`src/rtl/sprite_pkg.sv`:
```
// Package: sprite_pkg
// Shared types and constants for the sprite palette scheduler.
//   rgb_t           - packed {r, g, b} colour, 8 bits per channel
//   PALETTE         - shared 16-entry sprite palette. Entries 0..8 hold colours and 9..15 are black.
//                     Entry 0 is never displayed because index 0 means transparent.
//   TRANSPARENT_IDX - palette index treated as "no pixel" for a layer
//   flash_state_e   - hit-flash FSM states
package sprite_pkg;

  typedef struct packed {
    logic [7:0] r;
    logic [7:0] g;
    logic [7:0] b;
  } rgb_t;

  localparam logic [3:0] TRANSPARENT_IDX = 4'h0;

  localparam rgb_t PALETTE [16] = '{
    '{r: 8'h00, g: 8'h00, b: 8'h00},  // 0 transparent, never shown
    '{r: 8'hF0, g: 8'hF0, b: 8'hF0},  // 1 light grey
    '{r: 8'hFF, g: 8'h00, b: 8'h00},  // 2 red
    '{r: 8'hE9, g: 8'h00, b: 8'h44},  // 3 enemy magenta
    '{r: 8'h00, g: 8'hFF, b: 8'h00},  // 4 green
    '{r: 8'h00, g: 8'h00, b: 8'hFF},  // 5 blue
    '{r: 8'hFF, g: 8'hFF, b: 8'h00},  // 6 yellow
    '{r: 8'h00, g: 8'hFF, b: 8'hFF},  // 7 cyan
    '{r: 8'h80, g: 8'h80, b: 8'h80},  // 8 mid grey
    '{r: 8'h00, g: 8'h00, b: 8'h00},
    '{r: 8'h00, g: 8'h00, b: 8'h00},
    '{r: 8'h00, g: 8'h00, b: 8'h00},
    '{r: 8'h00, g: 8'h00, b: 8'h00},
    '{r: 8'h00, g: 8'h00, b: 8'h00},
    '{r: 8'h00, g: 8'h00, b: 8'h00},
    '{r: 8'h00, g: 8'h00, b: 8'h00}
  };

  typedef enum logic [1:0] {
    IDLE      = 2'd0,
    FLASH_ON  = 2'd1,
    FLASH_OFF = 2'd2
  } flash_state_e;

endpackage

```
`src/rtl/hit_flash_fsm.sv`:
```
// Module: hit_flash_fsm
// Sequences the enemy hit-flash across frames. A hit starts or restarts the flash in FLASH_ON.
// Each frame_start advances a frame counter and a phase counter.
// The state toggles ON/OFF every FLASH_PERIOD frames.
// The FSM returns to IDLE after FLASH_FRAMES frame starts.
// This module only exists when the HIT_FLASH_EN macro is defined.
// Ports:
//   Clk         in  pixel clock
//   Reset_n     in  asynchronous reset, active low
//   frame_start in  one-cycle pulse at the start of each frame
//   hit         in  one-cycle pulse, restarts the flash (wins over frame_start)
//   override    out palette override active (FLASH_ON)
//   flashing    out flash in progress (FLASH_ON or FLASH_OFF)
`ifdef HIT_FLASH_EN
module hit_flash_fsm
  import sprite_pkg::*;
#(
  parameter int FLASH_FRAMES = 30,
  parameter int FLASH_PERIOD = 4
) (
  input  logic Clk,
  input  logic Reset_n,
  input  logic frame_start,
  input  logic hit,
  output logic override,
  output logic flashing
);

  // Counters need at least one bit even when the period or length is 1.
  localparam int FW = (FLASH_FRAMES > 1) ? $clog2(FLASH_FRAMES) : 1;
  localparam int PW = (FLASH_PERIOD > 1) ? $clog2(FLASH_PERIOD) : 1;
  localparam logic [FW-1:0] FRAME_LAST = FW'(FLASH_FRAMES - 1);
  localparam logic [PW-1:0] PHASE_LAST = PW'(FLASH_PERIOD - 1);

  if (FLASH_FRAMES < 1 || FLASH_PERIOD < 1) begin : g_bad_params
    $error("hit_flash_fsm: FLASH_FRAMES and FLASH_PERIOD must both be >= 1");
  end

  flash_state_e    state, state_next;
  logic [FW-1:0]   frame_cnt, frame_next;
  logic [PW-1:0]   phase_cnt, phase_next;

  always_ff @(posedge Clk or negedge Reset_n) begin
    if (!Reset_n) begin
      state     <= IDLE;
      frame_cnt <= '0;
      phase_cnt <= '0;
    end else begin
      state     <= state_next;
      frame_cnt <= frame_next;
      phase_cnt <= phase_next;
    end
  end

  // A hit always restarts the flash, even in the same cycle as a frame_start.
  // The last frame of the flash wins over a phase toggle.
  always_comb begin
    state_next = state;
    frame_next = frame_cnt;
    phase_next = phase_cnt;
    if (hit) begin
      state_next = FLASH_ON;
      frame_next = '0;
      phase_next = '0;
    end else if (frame_start && state != IDLE) begin
      if (frame_cnt == FRAME_LAST) begin
        state_next = IDLE;
        frame_next = '0;
        phase_next = '0;
      end else begin
        frame_next = frame_cnt + FW'(1);
        if (phase_cnt == PHASE_LAST) begin
          phase_next = '0;
          state_next = (state == FLASH_ON) ? FLASH_OFF : FLASH_ON;
        end else begin
          phase_next = phase_cnt + PW'(1);
        end
      end
    end
  end

  assign override = (state == FLASH_ON);
  assign flashing = (state != IDLE);

endmodule
`endif

```
`src/rtl/sprite_palette_sched.sv`:
```
// Module: sprite_palette_sched
// Per-pixel scheduler for the shared sprite palette.
// Stage 1 picks the highest-priority opaque layer, where the lowest layer number wins and index 0 is transparent.
// Stage 2 looks the winner up in the palette, or uses the background colour.
// During the ON phase of a hit flash, stage 2 forces white on HIT_LAYER.
// Latency is 2 cycles and throughput is one pixel per cycle.
// Build option: define HIT_FLASH_EN to build the hit-flash FSM.
// Without it, hit is ignored, flashing is 0 and the palette output is never overridden.
// Ports:
//   Clk, Reset_n       pixel clock, asynchronous active-low reset
//   pixel_en           a pixel is presented this cycle
//   frame_start        frame start pulse (advances the flash)
//   layer_valid        per-layer coverage of the current pixel
//   layer_idx          per-layer palette index, layer n at [n*IDX_W +: IDX_W]
//   bg_rgb             background colour {R,G,B}
//   hit                HIT_LAYER sprite was hit
//   red, green, blue   output colour
//   rgb_valid          output colour belongs to a pixel_en two cycles earlier
//   win_layer          winning layer, NUM_LAYERS means background
//   flashing           hit flash in progress
module sprite_palette_sched
  import sprite_pkg::*;
#(
  parameter int NUM_LAYERS   = 4,
  parameter int IDX_W        = 4,
  parameter int HIT_LAYER    = 1,
  parameter int FLASH_FRAMES = 30,
  parameter int FLASH_PERIOD = 4
) (
  input  logic                          Clk,
  input  logic                          Reset_n,
  input  logic                          pixel_en,
  input  logic                          frame_start,
  input  logic [NUM_LAYERS-1:0]         layer_valid,
  input  logic [NUM_LAYERS*IDX_W-1:0]   layer_idx,
  input  logic [23:0]                   bg_rgb,
  input  logic                          hit,
  output logic [7:0]                    red,
  output logic [7:0]                    green,
  output logic [7:0]                    blue,
  output logic                          rgb_valid,
  output logic [$clog2(NUM_LAYERS):0]   win_layer,
  output logic                          flashing
);

  localparam int LW = $clog2(NUM_LAYERS) + 1;
  localparam logic [LW-1:0] BG_LAYER = LW'(NUM_LAYERS);
  localparam logic [LW-1:0] HIT_SEL  = LW'(HIT_LAYER);

  if (IDX_W < 1 || IDX_W > 4 || NUM_LAYERS < 1) begin : g_bad_params
    $error("sprite_palette_sched: IDX_W must be 1..4 and NUM_LAYERS >= 1");
  end

  logic override;

  // Stage 1 combinational priority pick.
  // The first opaque layer in ascending order wins.
  logic             found_c;
  logic [LW-1:0]    layer_c;
  logic [IDX_W-1:0] idx_c;

  always_comb begin
    found_c = 1'b0;
    layer_c = BG_LAYER;
    idx_c   = '0;
    for (int n = 0; n < NUM_LAYERS; n++) begin
      if (!found_c && layer_valid[n] &&
          (layer_idx[n*IDX_W +: IDX_W] != IDX_W'(TRANSPARENT_IDX))) begin
        found_c = 1'b1;
        layer_c = LW'(n);
        idx_c   = layer_idx[n*IDX_W +: IDX_W];
      end
    end
  end

  // Stage 1 registers.
  // bg_rgb is captured alongside the winner so the background colour stays aligned with its pixel.
  logic             s1_valid;
  logic             s1_bg;
  logic [LW-1:0]    s1_layer;
  logic [IDX_W-1:0] s1_idx;
  rgb_t             s1_bg_rgb;

  always_ff @(posedge Clk or negedge Reset_n) begin
    if (!Reset_n) begin
      s1_valid  <= 1'b0;
      s1_bg     <= 1'b0;
      s1_layer  <= BG_LAYER;
      s1_idx    <= '0;
      s1_bg_rgb <= '0;
    end else begin
      s1_valid  <= pixel_en;
      s1_bg     <= !found_c;
      s1_layer  <= layer_c;
      s1_idx    <= idx_c;
      s1_bg_rgb <= rgb_t'(bg_rgb);
    end
  end

  // Stage 2 colour selection.
  // The flash override is sampled here, so it applies to the pixel as it leaves the pipeline.
  logic [3:0] pal_idx;
  rgb_t       pix_c;

  assign pal_idx = 4'(s1_idx);

  always_comb begin
    pix_c = PALETTE[pal_idx];
    if (s1_bg) begin
      pix_c = s1_bg_rgb;
    end else if (override && (s1_layer == HIT_SEL)) begin
      pix_c = '{r: 8'hFF, g: 8'hFF, b: 8'hFF};
    end
  end

  always_ff @(posedge Clk or negedge Reset_n) begin
    if (!Reset_n) begin
      red       <= 8'h00;
      green     <= 8'h00;
      blue      <= 8'h00;
      rgb_valid <= 1'b0;
      win_layer <= BG_LAYER;
    end else begin
      red       <= pix_c.r;
      green     <= pix_c.g;
      blue      <= pix_c.b;
      rgb_valid <= s1_valid;
      win_layer <= s1_layer;
    end
  end

`ifdef HIT_FLASH_EN
  hit_flash_fsm #(
    .FLASH_FRAMES(FLASH_FRAMES),
    .FLASH_PERIOD(FLASH_PERIOD)
  ) u_flash (
    .Clk         (Clk),
    .Reset_n     (Reset_n),
    .frame_start (frame_start),
    .hit         (hit),
    .override    (override),
    .flashing    (flashing)
  );
`else
  logic unused_flash_inputs;
  assign unused_flash_inputs = ^{hit, frame_start};
  assign override = 1'b0;
  assign flashing = 1'b0;
`endif

endmodule
```
`config.mk`:
```
export PLATFORM = sky130hd
export DESIGN_NAME = sprite_palette_sched
export DESIGN_NICKNAME = d
export VERILOG_FILES = /design/src/rtl/sprite_pkg.sv /design/src/rtl/hit_flash_fsm.sv /design/src/rtl/sprite_palette_sched.sv
export SDC_FILE = /design/constraint.sdc
export NUM_CORES = 1
export LEC_CHECK = 0
export ABC_AREA = 0
export ABC_CLOCK_PERIOD_IN_PS = 1600
export CAP_MARGIN = 10
export CORE_MARGIN = 10
export CORE_UTILIZATION = 44
export CTS_CLUSTER_DIAMETER = 40
export CTS_CLUSTER_SIZE = 30
export DETAILED_ROUTE_END_ITERATION = 10
export GPL_TIMING_DRIVEN = 0
export PLACE_DENSITY = 0.89
export SYNTH_ARGS = -nofsm -noshare
export SYNTH_HDL_FRONTEND = slang
export SYNTH_SLANG_ARGS = --single-unit
```
`constraint.sdc`:
```
create_clock -name Clk -period 1.6 [get_ports Clk]
set_input_delay 0.16 -clock Clk [delete_from_list [all_inputs] [get_ports Clk]]
set_output_delay 0.16 -clock Clk [all_outputs]
set_load 0.005 [all_outputs]
```
# --- Yosys cells after proc, flatten, opt, wreduce, memory -nomap -nowiden ---
# Memory sizes are Yosys's and may differ from the RTL's.
# Index checks and enable logic that the tools add are counted.
classes:
  muxes: 15
  order_cmp: 1
  n_bitwise: 1
  n_reduce_logical: 15
ops:
  columns: ["operator", "count"]
  rows:
  - ["$mux W24", 3]
  - ["$mux W4", 4]
  - ["$reduce_bool A4 Y1", 4]
  - ["$mux W3", 4]
  - ["$logic_and A1 B1 Y1", 7]
  - ["$ge A5 B5 Y1 const B", 1]
  - ["$not A4 Y5", 1]
  - ["$logic_not A1 Y1", 4]
  - ["$mux W1", 4]
word_totals:
  in_bits: 49
  output_inout_bits: 29
  n_memories: 1
  rom_bits: 384
  register_bits: 61
memory_table:
  columns: ["name", "depth", "width", "rd", "rd_clocked_by_memory_dff", "wr", "line", "source"]
  rows:
  - ["(name not given)", 16, 24, 1, 0, 0, "sprite_palette_sched.sv:108", "pix_c = PALETTE[pal_idx];"]

# --- Depth between registers and ports, before layout ---
# Gate-level depths: netlist of the first run.
logic_depth:
  word_depth: 16
  ltp_mapped: 5

# --- Worst setup path before layout of the first run ---
# OpenSTA, ideal clock, no wires.
synth_path:
  path_kind: "reg-to-reg"
  start: "register s1_idx[1], in the netlist pal_idx[1]"
  end: "register green[4]"
  period_less_slack_ps: 1353
  stages_incl_launch_ff: 6
  n_path_buf: 0
  arrival_ps: 1286
  required_time_ps: 1533
  setup_slack_ps: 247
  setup_time_ps: 67
  path_cell_list: "dfrtp_1 -> inv_1 -> ha_1 -> and2_1 -> or4_1 -> nand2_1"
synth_lines:
  columns: ["item", "line", "source"]
  rows:
  - ["start: declaration", "sprite_palette_sched.sv:81", "logic [IDX_W-1:0] s1_idx;"]
  - ["start signal: assignment", "sprite_palette_sched.sv:95", "s1_idx <= idx_c;"]
  - ["end signal: assignment", "sprite_palette_sched.sv:125", "green <= pix_c.g;"]
  - ["end: declaration", "sprite_palette_sched.sv:39", "output logic [7:0] green,"]

# --- Worst setup path after layout of the first run ---
layout_path:
  start: "register win_layer[2]"
  end: "output port win_layer[2]"
layout_lines:
  columns: ["item", "line", "source"]
  rows:
  - ["start: declaration", "sprite_palette_sched.sv:42", "output logic [$clog2(NUM_LAYERS):0] win_layer,"]
  - ["start signal: assignment", "sprite_palette_sched.sv:128", "win_layer <= s1_layer;"]
# No word-level cell between the ends.

==> results of run 1 <==
power by group:
group | internal, mW | switching [mW] | total [mW]
Sequential | 1.67 | 0.0395 | 1.71
Clock | 0.915 | 0.585 | 1.50
Combinational | 0.346 | 0.220 | 0.566
worst max-delay path by stage:
| stage | from | to | slack [ns] | cells after the start |
|---|---|---|---|---|
| final | win_layer[2] | win_layer[2] | 0.08 | 1 |
| after global routing | pal_idx[0] | green[4] | 0.005 | 4 |
| after CTS | win_layer[2] | win_layer[2] | 0.05 | 1 |
| after detailed placement | layer_idx[4] | pal_idx[1] | -0.19 | 4 |
| after global placement | Reset_n | s1_valid | -1.36 | 1 |
| after floorplan | pal_idx[1] | green[4] | 0.25 | 5 |
final cells by class:
type | count | area, µm² | area share (%)
plain buffers | 6 | 30.0 | 0.921
flip-flops and latches | 61 | 1530 | 46.9
clock inverters | 6 | 86.3 | 2.65
repair buffers | 77 | 773 | 23.7
multi-input cells | 78 | 606 | 18.6
inverters | 4 | 15.0 | 0.460
clock buffers | 10 | 138 | 4.22
well taps | 67 | 83.8 | 2.57
Yosys cell counts, types with 2 or more instances:
master | count | area, µm²
and2_1 | 3 | 18.8
inv_1 | 4 | 15.0
o21a_1 | 2 | 15.0
dfrtp_1 | 59 | 1480
nor2_1 | 6 | 22.5
nand2_1 | 12 | 45.0
nor3_1 | 2 | 10.0
a32o_2 | 2 | 22.5
dfstp_2 | 2 | 52.6
a221o_1 | 3 | 30.0
o311ai_0 | 2 | 17.5
ha_1 | 5 | 62.6
a31oi_1 | 2 | 12.5
o21ai_0 | 3 | 15.0
o41ai_2 | 2 | 32.5
clkbuf_1 | 2 | 7.51
a22o_1 | 6 | 52.6
a21o_1 | 11 | 82.6
buf_1 | 2 | 7.51
metal layers:
layer / vias to the layer above / GRT usage (%)
met2: 60 / 21.3
met4: 0 / 5.57
met5: - / 0
met3: 6 / 7.40
met1: 738 / 11.8
li1: 711 / -
state kept, by name (all words and copies together), names as in the netlist:
register / count
s1_bg_rgb: 24
rgb_valid: 1
pal_idx: 4
s1_valid: 1
s1_layer: 3
red: 8
green: 8
win_layer: 3
blue: 8
s1_bg: 1
cell usage in the layout (no fill, tap or decap), types with 3 or more instances in the layout:
| master | netlist | layout |
|---|---|---|
| clkdlybuf4s50_1 | 0 | 73 |
| o21ai_0 | 3 | 3 |
| nand2_1 | 12 | 12 |
| nor2_1 | 6 | 6 |
| clkbuf_8 | 0 | 10 |
| dfrtp_1 | 59 | 59 |
| a21o_1 | 11 | 11 |
| ha_1 | 5 | 5 |
| a22o_1 | 6 | 6 |
| inv_1 | 4 | 4 |
| and2_1 | 3 | 3 |
| a221o_1 | 3 | 3 |
metrics by stage:
step / util, % / hold slack, ns / TNS, ns / total power, mW / setup WS (ns)
after floorplan: - / -0.136 / 0 / 1.92 / 0.247
after global placement: 63.0 / 0.335 / -81.99 / 2.28 / -1.36
after detailed placement: 63.3 / 0.217 / -0.982 / 2.31 / -0.189
after CTS: 68.4 / 0.239 / 0 / 3.81 / 0.0538
after global routing: 68.6 / 0.233 / 0 / 3.95 / 0.00465
final: 68.6 / 0.254 / 0 / 3.78 / 0.0780
logic make-up (layout without fill, tap and decap cells):
kind of cell	count (synthesis)	in the layout	share of synthesized area, %
flops	61	61	70.4
other cells	1	1	0.173
mux	2	2	0.980
compound gates	41	41	16.8
simple gates	29	29	6.80
buf+inv	10	103	1.96
fa+ha+maj	5	5	2.88
what timing repair did:
action | 4_1_cts | 5_1_grt
setup endpoints to repair | 4 | 5
resized for setup | 1 | 2
endpoints found under the hold margin | 26 | 0
hold buffers | 1 | 0
buffers inserted | 0 | 1
==> metrics.txt, run 1 <==
final clock skew=0.00759 ns; H-tree Lvls=3; total gr overflow=0; cell family with most CP delay=buffers and inverters; fin crit share=a little over nine tenths; #FFs+latches synth=between 60 and 70; syn nets=203; # Max-Cap Violations=0; Achievable Freq=about 0.66 GHz; Num CTS Buffers=9; share of cells above drive strength 1=14.0%; met2 routed WL=~2500 µm; hpwl dp=around 3800 µm; Worst R2R Setup Slack=around 0.08 ns; met3 wire length=~490 µm; Reg2Reg Depth=4; Crit path largest cell delay=0.52 ns; Design Area, Final=3260 µm²; worst hold path depth=1; Worst EP required=~1.4 ns; Vias=1515; Clock Path Buffers=2; vias in the first global route=1705; Crit. End Element=output pin; Max IR drop VDD=561 µV; status=complete, no violations; Final Setup Violations=0; DRC Markers=0; port bufs=74; EDFF count, synth=0; DP Cell Count=291; Critical Path Fanout Max=1; fin nets=roughly 290; Synth async-reset ratio=100%; Rel. slew slack=57.1%; vias per cell=just under 5; die area=8140 µm²; crit path max-delay cell type=clkdlybuf4s50_1; Final Hold Vio Count=0; CTS Sinks=61; first-pass GRT wire length=~8000 µm; DP Area=3010 µm²; fin crit period=~1.5 ns; drt pass-1 iters=4; Worst R2R End=green[4]; Distinct cells, synth=38; Power Density=about 1200 nW/µm²; overall die height=90.2 µm; initial core utilization=45.7%; Top Metal Used=met4; Area Overhead vs Synth=50.2%; core area=4750 µm²; number of core rows=25; cells along the critical path=clkdlybuf4s50_1; DR iter-0 viols=39; critical path data arrival time=between 1 and 1.5 ns; Syn Inst Count=about 150; sequential area share after synthesis=70.4%; root buf cell=clkbuf_8; antenna violations before repair=0; largest net degree at the start of global routing=34; Worst-path clk slew=0.07 ns; hold_sp=pixel_en; WS Path Type=reg2out; Skew-Pair Late Insertion Delay=about 0.33 ns; RSZ-0062 raised after global routing=no; GRT Overall Usage=between 10% and 20%; Avg Inst Size Synth=about 15 µm²; Warnings, synthesis=0; fin. max-slew vios=0; top-level I/O count=78; diode count=0; Antenna Nets Post-Route=0; DRT met1 WL=between 1500 and 2000 µm; startpoint types=flop; RR Startpoint=pal_idx[0]; prevailing post-synth register cell=dfrtp_1; Fillers=353; routed len/inst=~16 µm; Hold WC Path Type=in2reg; WL final=a little under 5000 µm; Die W=about 90 µm; Critical path buffers and inverters=1; Netlist Area Pre-Place=roughly 2200 µm²; static leakage=1.51 nW; Placer Congestion=about 0.8; Hold EP=s1_valid; actual slew at the worst max-slew pin=0.643 ns; Final Non-Filler Cells=between 300 and 400; CTS tree=built
Power figures use the tool's default switching activity.
==> run 2: changes to the inputs <==
--- a/config.mk
+++ b/config.mk
@@ -9,12 +9,12 @@
 export ABC_CLOCK_PERIOD_IN_PS = 1600
 export CAP_MARGIN = 10
 export CORE_MARGIN = 10
-export CORE_UTILIZATION = 44
+export CORE_UTILIZATION = 40
 export CTS_CLUSTER_DIAMETER = 40
 export CTS_CLUSTER_SIZE = 30
 export DETAILED_ROUTE_END_ITERATION = 10
 export GPL_TIMING_DRIVEN = 0
-export PLACE_DENSITY = 0.89
+export PLACE_DENSITY = 0.83
 export SYNTH_ARGS = -nofsm -noshare
 export SYNTH_HDL_FRONTEND = slang
 export SYNTH_SLANG_ARGS = --single-unit
==> metrics.txt, run 2 (same netlist as run 1, synthesis figures left out) <==
root buf cell=clkbuf_8; core area=~5200 µm²; Max IR drop VDD=between 500 and 600 µV; hpwl dp=about 3800 µm; H-tree Lvls=3; antenna violations before repair=0; share of cells above drive strength 1=12.4%; port bufs=between 70 and 80; fin crit period=1.53 ns; fin. max-slew vios=0; actual slew at the worst max-slew pin=roughly 0.63 ns; startpoint types=flop; CTS Sinks=61; Placer Congestion=0.763; Final Util=about 62%; Reg with most FFs=s1_bg_rgb; # Max-Cap Violations=0; CTS tree=built; Worst EP required=about 1.9 ns; status=complete, no violations; Num CTS Buffers=9; drt pass-1 iters=4; WL final=roughly 4800 µm; Reg2Reg Depth=5; vias in the first global route=roughly 1.6k; DP Cell Count=294; RSZ-0062 raised after global routing=no; Vias=roughly 1.5k; Worst-path clk slew=~0.06 ns; first-pass GRT wire length=roughly 7500 µm; total gr overflow=0; Clock Path Buffers=2; largest net degree at the start of global routing=34; max FFs per register=24; die area=8770 µm²; overall die height=between 90 and 100 µm; Final Hold Vio Count=0; GRT Overall Usage=11.4%; Final Setup Violations=0; Critical Path Fanout Max=5; Area Overhead vs Synth=48.0%; WS Path Type=reg2reg; final clock skew=between 0.002 and 0.003 ns; DRC Markers=0; top-level I/O count=between 70 and 80; Crit. End Element=flop; Final Non-Filler Cells=between 300 and 400; initial core utilization=42.0%; Antenna Nets Post-Route=0; routed len/inst=approximately 15 µm; DR iter-0 viols=81; critical path data arrival time=1.79 ns; static leakage=between 1 and 1.5 nW; most common cell after layout, fill and taps aside=clkdlybuf4s50_1; fin crit share=approximately 95%; Skew-Pair Late Insertion Delay=0.32 ns; worst hold path depth=1; fin nets=between 200 and 300; Rel. slew slack=around 58%; Hold WC Path Type=in2reg; Achievable Freq=between 0.6 and 0.7 GHz; most frequent cells in the layout=73 x clkdlybuf4s50_1, 59 x dfrtp_1, 12 x nand2_1, 11 x a21o_1, 11 x clkbuf_8; Die W=between 90 and 100 µm; vias per cell=~4.9; diode count=0; number of core rows=26; Power Density=~1100 nW/µm²
run 2: final cells by class:
type | instances | area [µm²]
Multi-Input combinational cell | 78 | 613
Sequential cell | 61 | 1530
Buffer | 6 | 30.0
Inverter | 4 | 15.0
Tap cell | 70 | 87.6
Timing Repair Buffer | 76 | 766
Fill cell | 401 | 1960
Clock inverter | 1 | 5.00
Clock buffer | 15 | 166
run 2: path summary, 6_finish.rpt:
kind	start	end	slack, ns
hold / removal	bg_rgb[7]	s1_bg_rgb[7]	0.27
min in group asynchronous	Reset_n	s1_bg_rgb[16]	0.39
setup reg to reg	pal_idx[1]	green[6]	0.07
setup / recovery	pal_idx[1]	green[6]	0.07
max in group asynchronous	Reset_n	red[1]	0.63
hold reg to reg	s1_layer[0]	win_layer[0]	0.35
run 2: timing repair:
action                                 4_1_cts  5_1_grt
hold buffers                                 1        0
endpoints found under the hold margin       26        0
setup endpoints to repair                    4        5
cloned                                       0        0
setup buffers                                0        0
gates resized for setup                      1        3
run 2: worst max-delay path, cell delays in order (launching register included):
cell and delay (ns):
dfrtp_1 0.41, inv_1 0.10, ha_1 0.22, and2_1 0.17
or4_1 0.47, nand2_1 0.10
run 2: report_power, final:
part,internal (mW),total [mW],switching [mW]
Clock,0.646,1.15,0.507
Sequential,1.67,1.71,0.0394
Combinational,0.344,0.565,0.221
run 2: per-stage QoR:
step / TNS (ns) / setup slack, ns / hold WS [ns] / power [mW] / area, µm²
floorplan: 0 / 0.247 / -0.136 / 1.92 / 2170
global placement: -83.16 / -1.38 / 0.333 / 2.29 / 3000
detailed placement: -1.14 / -0.220 / 0.214 / 2.31 / 3010
CTS: 0 / 0.0683 / 0.248 / 3.49 / 3200
global route: 0 / 0.0150 / 0.249 / 3.62 / 3210
finish: 0 / 0.0737 / 0.269 / 3.43 / 3210
run 2: per-layer routing:
metal | wire (µm) | share of wire (%) | track usage (%) | vias up
met5 | 0 | 0 | 0 | -
met4 | 115 | 2.4 | 5.70 | 0
met3 | 414 | 8.6 | 5.76 | 11
met1 | 1800 | 37 | 11.3 | 744
li1 | - | - | - | 707
met2 | 2480 | 52 | 19.2 | 68
==> run 3: changes to the inputs <==
--- a/config.mk
+++ b/config.mk
@@ -6,10 +6,11 @@
 export NUM_CORES = 1
 export LEC_CHECK = 0
 export ABC_AREA = 0
-export ABC_CLOCK_PERIOD_IN_PS = 1600
+export ABC_CLOCK_PERIOD_IN_PS = 1700
 export CAP_MARGIN = 10
 export CORE_MARGIN = 10
 export CORE_UTILIZATION = 40
+export CTS_BUF_LIST = sky130_fd_sc_hd__clkbuf_4 sky130_fd_sc_hd__clkbuf_8
 export CTS_CLUSTER_DIAMETER = 40
 export CTS_CLUSTER_SIZE = 30
 export DETAILED_ROUTE_END_ITERATION = 10
@@ -17,4 +18,5 @@
 export PLACE_DENSITY = 0.83
 export SYNTH_ARGS = -nofsm -noshare
 export SYNTH_HDL_FRONTEND = slang
+export SYNTH_HIERARCHICAL = 1
 export SYNTH_SLANG_ARGS = --single-unit
==> constraint.sdc (replaced) <==
create_clock -name Clk -period 1.7 [get_ports Clk]
set_input_delay 0.17 -clock Clk [delete_from_list [all_inputs] [get_ports Clk]]
set_output_delay 0.17 -clock Clk [all_outputs]
set_load 0.005 [all_outputs]
==> metrics.txt, run 3 <==
syn nets=203; first-pass GRT wire length=between 7000 and 8000 µm; sequential share of power=between 40% and 50%; vias per cell=4.88; most common cell after layout, fill and taps aside=clkdlybuf4s50_1; Critical Path Fanout Max=5; cell family with most CP delay=simple AND/OR/NAND/NOR gates; fin nets=between 200 and 300; Clock power frac=approximately a third; WL final=4820 µm; startpoint types=flop; Critical path buffers and inverters=1; top-level I/O count=78; final clock skew=approximately 0.0033 ns; Comb power frac=16.1%; Power Density=1030 nW/µm²; Final Hold Vio Count=0; Achievable Freq=approximately 0.66 GHz; DRC Markers=0; #FFs+latches synth=slightly above 60; Final Setup Violations=0; area occupied by multi-input gates=606 µm²; core area=between 5000 and 6000 µm²; Worst-path clk slew=roughly 0.06 ns; P_int=around 2.6 mW; die area=8770 µm²; # Max-Cap Violations=0; top cell type's share of synthesized area=approximately two thirds; share of cells above drive strength 1=between 10% and 20%; crit path max-delay cell type=or4_1; Skew-Pair Late Insertion Delay=0.33 ns; Rel. slew slack=between 50% and 60%; routed len/inst=around 16 µm; antenna violations before repair=0; Syn Inst Count=149; sequential cell area=roughly 1500 µm²; overall die height=around 94 µm; Placer Congestion=0.763; Distinct cells, synth=38; prevailing post-synth register cell=dfrtp_1; Antenna Nets Post-Route=0; sequential area share after synthesis=between 70% and 80%; Crit path largest cell delay=roughly 0.47 ns; status=complete, no violations; initial core utilization=roughly two fifths; Tot Pwr=between 3 and 4 mW; Reg with most FFs=s1_bg_rgb; GRT Overall Usage=11.4%; CTS tree=built; Area Overhead vs Synth=48.2%; actual slew at the worst max-slew pin=approximately 0.61 ns; DR iter-0 viols=between 60 and 70; number of core rows=26; Max IR drop VDD=about 470 µV; final setup margin=roughly 0.17 ns; CTS Sinks=between 60 and 70; Num CTS Buffers=9; EDFF count, synth=0; largest net degree at the start of global routing=34; switch share=between 20 and 25%; fin. max-slew vios=0; RSZ-0062 raised after global routing=no; fin crit period=approximately 1.5 ns; cells along the critical path=inv_1 -> ha_1 -> and2_1 -> or4_1 -> nand2_1; Avg Inst Size Synth=14.6 µm²; Hold WS=between 0.2 and 0.3 ns; Vias=around 1.5k; Clock Path Buffers=2; Crit. End Element=flop; area leader, netlist=dfrtp_1; Final Non-Filler Cells=between 300 and 400; list of most frequent post-synthesis cells=59 x dfrtp_1, 12 x nand2_1, 11 x a21o_1, 6 x a22o_1, 6 x nor2_1; max FFs per register=24; Fillers=399; Worst R2R Setup Slack=about 0.17 ns; most frequent cell after synthesis=dfrtp_1; pre-CTS WS=-0.130 ns; critical path data arrival time=1.79 ns; Netlist Area Pre-Place=roughly 2200 µm²; Warnings, synthesis=6; most frequent cells in the layout=73 x clkdlybuf4s50_1, 59 x dfrtp_1, 12 x nand2_1, 11 x a21o_1, 11 x clkbuf_8; top cells by area, synth=dfrtp_1 68%, a21o_1 3.8%, ha_1 2.9%, dfstp_2 2.4%, a22o_1 2.4%; Synth async-reset ratio=100%; port bufs=between 70 and 80; NetSw=0.727 mW; fin crit share=roughly 90%; root buf cell=clkbuf_8; postcts setup bufs=0; total gr overflow=0; WS Path Type=reg2reg; diode count=0; hpwl dp=~3800 µm; static leakage=between 1 and 1.5 nW; drt pass-1 iters=4; Die W=93.7 µm; Hold WC Path Type=in2reg; H-tree Lvls=3; vias in the first global route=between 1.5k and 2k; DP Cell Count=roughly 290; Worst EP required=1.96 ns
run 3: cell count changes in the layout (fill, tap and decap cells not counted), sizes merged:
cell    change
clkbuf      -2
buf         +2
run 3: worst paths after layout:
path                            startpoint             to  depth (start not counted)
worst max register to register  pal_idx[1]       green[6]                          5
min in group asynchronous          Reset_n  s1_bg_rgb[19]                          2
worst min register to register    s1_valid      rgb_valid                          0
worst max-delay path            pal_idx[1]       green[6]                          5
worst min-delay path             bg_rgb[7]   s1_bg_rgb[7]                          1
max in group asynchronous          Reset_n         red[1]                          3
run 3: cells by family (layout without fill, tap and decap cells):
| kind of cell | Yosys count | after routing | synth area share (%) |
|---|---|---|---|
| buffers and inverters | 10 | 102 | 1.96 |
| AO/OA/AOI/OAI | 41 | 41 | 16.8 |
| adder cells (fa/ha/maj) | 5 | 5 | 2.88 |
| AND/OR/NAND/NOR | 29 | 29 | 6.80 |
| other | 1 | 1 | 0.173 |
| multiplexers | 2 | 2 | 0.980 |
| flip-flops | 61 | 61 | 70.4 |
run 3: metal layers:
| metal | global-route usage, % | share of wire (%) | up-vias |
|---|---|---|---|
| met5 | 0 | 0 | - |
| met4 | 5.82 | 2.1 | 0 |
| met3 | 5.84 | 8.3 | 9 |
| met2 | 19.4 | 52 | 59 |
| met1 | 11.3 | 37 | 742 |
| li1 | - | - | 709 |
run 3: repair_timing:
item / in CTS / in global routing
setup endpoints to repair: 0 / 4
gates resized for setup: 0 / 1
endpoints found under the hold margin: 26 / 0
hold buffers: 1 / 0
run 3: metrics by stage:
stage          utilization, %  area [µm²]  setup TNS (ns)
6_report                 62.2        3220               0
5_1_grt                  62.2        3220               0
4_1_cts                  62.1        3210               0
3_5_place_dp             58.3        3010          -0.429
3_3_place_gp             58.0        3000          -77.36
2_1_floorplan               -        2170               0
run 3: area by class of cell:
| type | instances | area share (%) |
|---|---|---|
| well taps | 70 | 2.72 |
| clock inverters | 1 | 0.156 |
| plain buffers | 6 | 0.856 |
| clock buffers | 15 | 5.64 |
| repair buffers | 76 | 23.8 |
| flip-flops and latches | 61 | 47.5 |
| multi-input cells | 78 | 18.8 |
| inverters | 4 | 0.467 |
run 3: power by group through the flow:
stage                     clock network (mW)  logic [mW]  registers (mW)
after floorplan                            0       0.161            1.65
after global placement                     0       0.516            1.64
after detailed placement                   0       0.536            1.64
after CTS                               1.19       0.539            1.61
after global routing                    1.27       0.576            1.62
final                                   1.16       0.530            1.61
==> variant (flow settings as in run 2) <==
Register the output `blue` once more, cleared by the reset; this adds one clock of latency there. The other outputs are not delayed to match.
--- a/src/rtl/sprite_palette_sched.sv
+++ b/src/rtl/sprite_palette_sched.sv
@@ -47,4 +47,6 @@
   localparam logic [LW-1:0] BG_LAYER = LW'(NUM_LAYERS);
   localparam logic [LW-1:0] HIT_SEL  = LW'(HIT_LAYER);
+
+  logic [7:0] blue_s0;
 
   if (IDX_W < 1 || IDX_W > 4 || NUM_LAYERS < 1) begin : g_bad_params
@@ -118,5 +120,5 @@
       red       <= 8'h00;
       green     <= 8'h00;
-      blue      <= 8'h00;
+      blue_s0   <= 8'h00;
       rgb_valid <= 1'b0;
       win_layer <= BG_LAYER;
@@ -124,5 +126,5 @@
       red       <= pix_c.r;
       green     <= pix_c.g;
-      blue      <= pix_c.b;
+      blue_s0   <= pix_c.b;
       rgb_valid <= s1_valid;
       win_layer <= s1_layer;
@@ -149,3 +151,11 @@
 `endif
 
+  always_ff @(posedge Clk or negedge Reset_n) begin
+    if (!Reset_n) begin
+      blue <= '0;
+    end else begin
+      blue <= blue_s0;
+    end
+  end
+
 endmodule
Behaviour: not the same (a bounded check fails within 4 cycles, from zero or initial values and one cycle with Reset_n low).
==> variant against run 2 <==
  * Total power rose by 12%
  * Sequential cell count increased by 8
  * Cell area up 7.1%
  * Worst setup slack worse by 4.6 ps
  * Wire length increased by 7.1%
  * Sequential power rose by 15%
  * Cell count increased by 6.1%
  * Synthesized area rose by 10%
  * Critical path type is now input port to register
  * Largest power group unchanged
==> variant: results (changes against run 2) <==
run_status:
  outcome: "completed"
timing:
  fin_skew_ps: 4.11  # +1.33 ps
  holdWs_ps: 208  # -60.5 ps
  max_freq_ghz: 0.653  # -0.30%
  maxSlewHeadroom: 0.472  # -0.107
worst_setup_path:
  max_stage_delay_ps: 490  # +20 ps
  cp_slowest_cell: "o41a_1"
  arrival_ps: 1740  # -50 ps
  crit_family: "compound AO/OA/AOI/OAI gates"
  rrSetupSlack_ps: 150  # +80 ps
grt:
  grt_pass1_vias: 1772  # +13%
  grt.total_usage: 0.111  # -0.00295
  grt_start_max_net_pins: 70  # +110%
logic_synthesis:
  ys_seq_area_frac: 0.721  # +0.0166
  synth_area_um2: 2400  # +10%
  async_reset_ff_frac: 1.00  # unchanged
  synth_common_cells: "dfrtp_1, nand2_1, a21o_1"
  syn_nets: 220  # +8.4%
  synth_cell_type_count: 34  # -11%
power:
  leakagePower_nw: 1.60  # +8.4%
finish:
  clock_buffers: 12  # -3
  final_nets: 306  # +5.5%
  multiInputGateArea_um2: 644  # +5.1%
  comb.multi_input.count: 87  # +12%
  seqCellArea_um2: 1730  # +13%
  fin_cells: 330  # +6.1%
  final-clk-cell-share: 0.0524  # -0.000968
  drive_gt1_frac: 0.0941  # -0.0304
  buf_share: 0.226  # -0.0214
detailed_routing:
  vias: 1620  # +5.9%
  first_iter_violations: 57  # -30%
  drc_errors: 0  # unchanged
place:
  place.gp.congestion: 0.855  # +12%
  place_hpwl_mm: 3.92  # +3.0%
  port_buffers: 73  # -1.4%
  place_area_um2: 3220  # +6.8%
  pre_cts_ws_ps: -389  # -169 ps
variant: worst min-delay path: stages:
cell	delay [ps]
dlymetal6s2s_1	170
nand2_1	70
o221ai_1	80
variant: layer usage:
metal / routed length (um) / share of wire / up-vias / GRT usage
li1: - / - / 758 / -
met5: 0 / 0 / - / 0
met2: 2770 / 0.54 / 68 / 0.198
met1: 1790 / 0.35 / 786 / 0.0959
met3: 472 / 0.092 / 8 / 0.0548
met4: 116 / 0.023 / 0 / 0.0682
variant: path summary, 6_finish.rpt:
check / startpoint / to / cells after the start
max in group asynchronous: Reset_n / pal_idx[0]$_DFF_PN0_ / 2
hold / removal: layer_idx[2] / pal_idx[2]$_DFF_PN0_ / 3
min in group asynchronous: Reset_n / blue[6]$_DFF_PN0_ / 2
hold reg to reg: blue_s0[7]$_DFF_PN0_ / blue[7]$_DFF_PN0_ / 0
setup / recovery: layer_idx[1] / pal_idx[0]$_DFF_PN0_ / 4
setup reg to reg: pal_idx[0]$_DFF_PN0_ / green[7]$_DFF_PN0_ / 5
variant: cell families (layout without fill, tap and decap cells):
kind of cell | count (synthesis) | in the layout | synth area share
fa+ha+maj | 5 | 5 | 0.0261
mux | 5 | 5 | 0.0214
buf+inv | 10 | 99 | 0.0172
other cells | 1 | 1 | 0.00156
simple gates | 30 | 30 | 0.0589
flops | 69 | 69 | 0.721
compound gates | 46 | 46 | 0.154
variant: timing repair:
action | CTS | global route
pin swaps | 0 | 1
cloned | 0 | 0
hold endpoints to repair | 67 | 0
hold buffers | 1 | 0
setup buffers | 0 | 1
gates resized for setup | 1 | 3
endpoints found under the setup margin | 1 | 8
variant: where the power goes:
group	total, mW	switching [mW]	leakage, nW	internal (mW)
clock	1.29	0.549	0.0923	0.743
sequential	1.96	0.0511	0.852	1.91
combinational	0.608	0.247	0.660	0.361
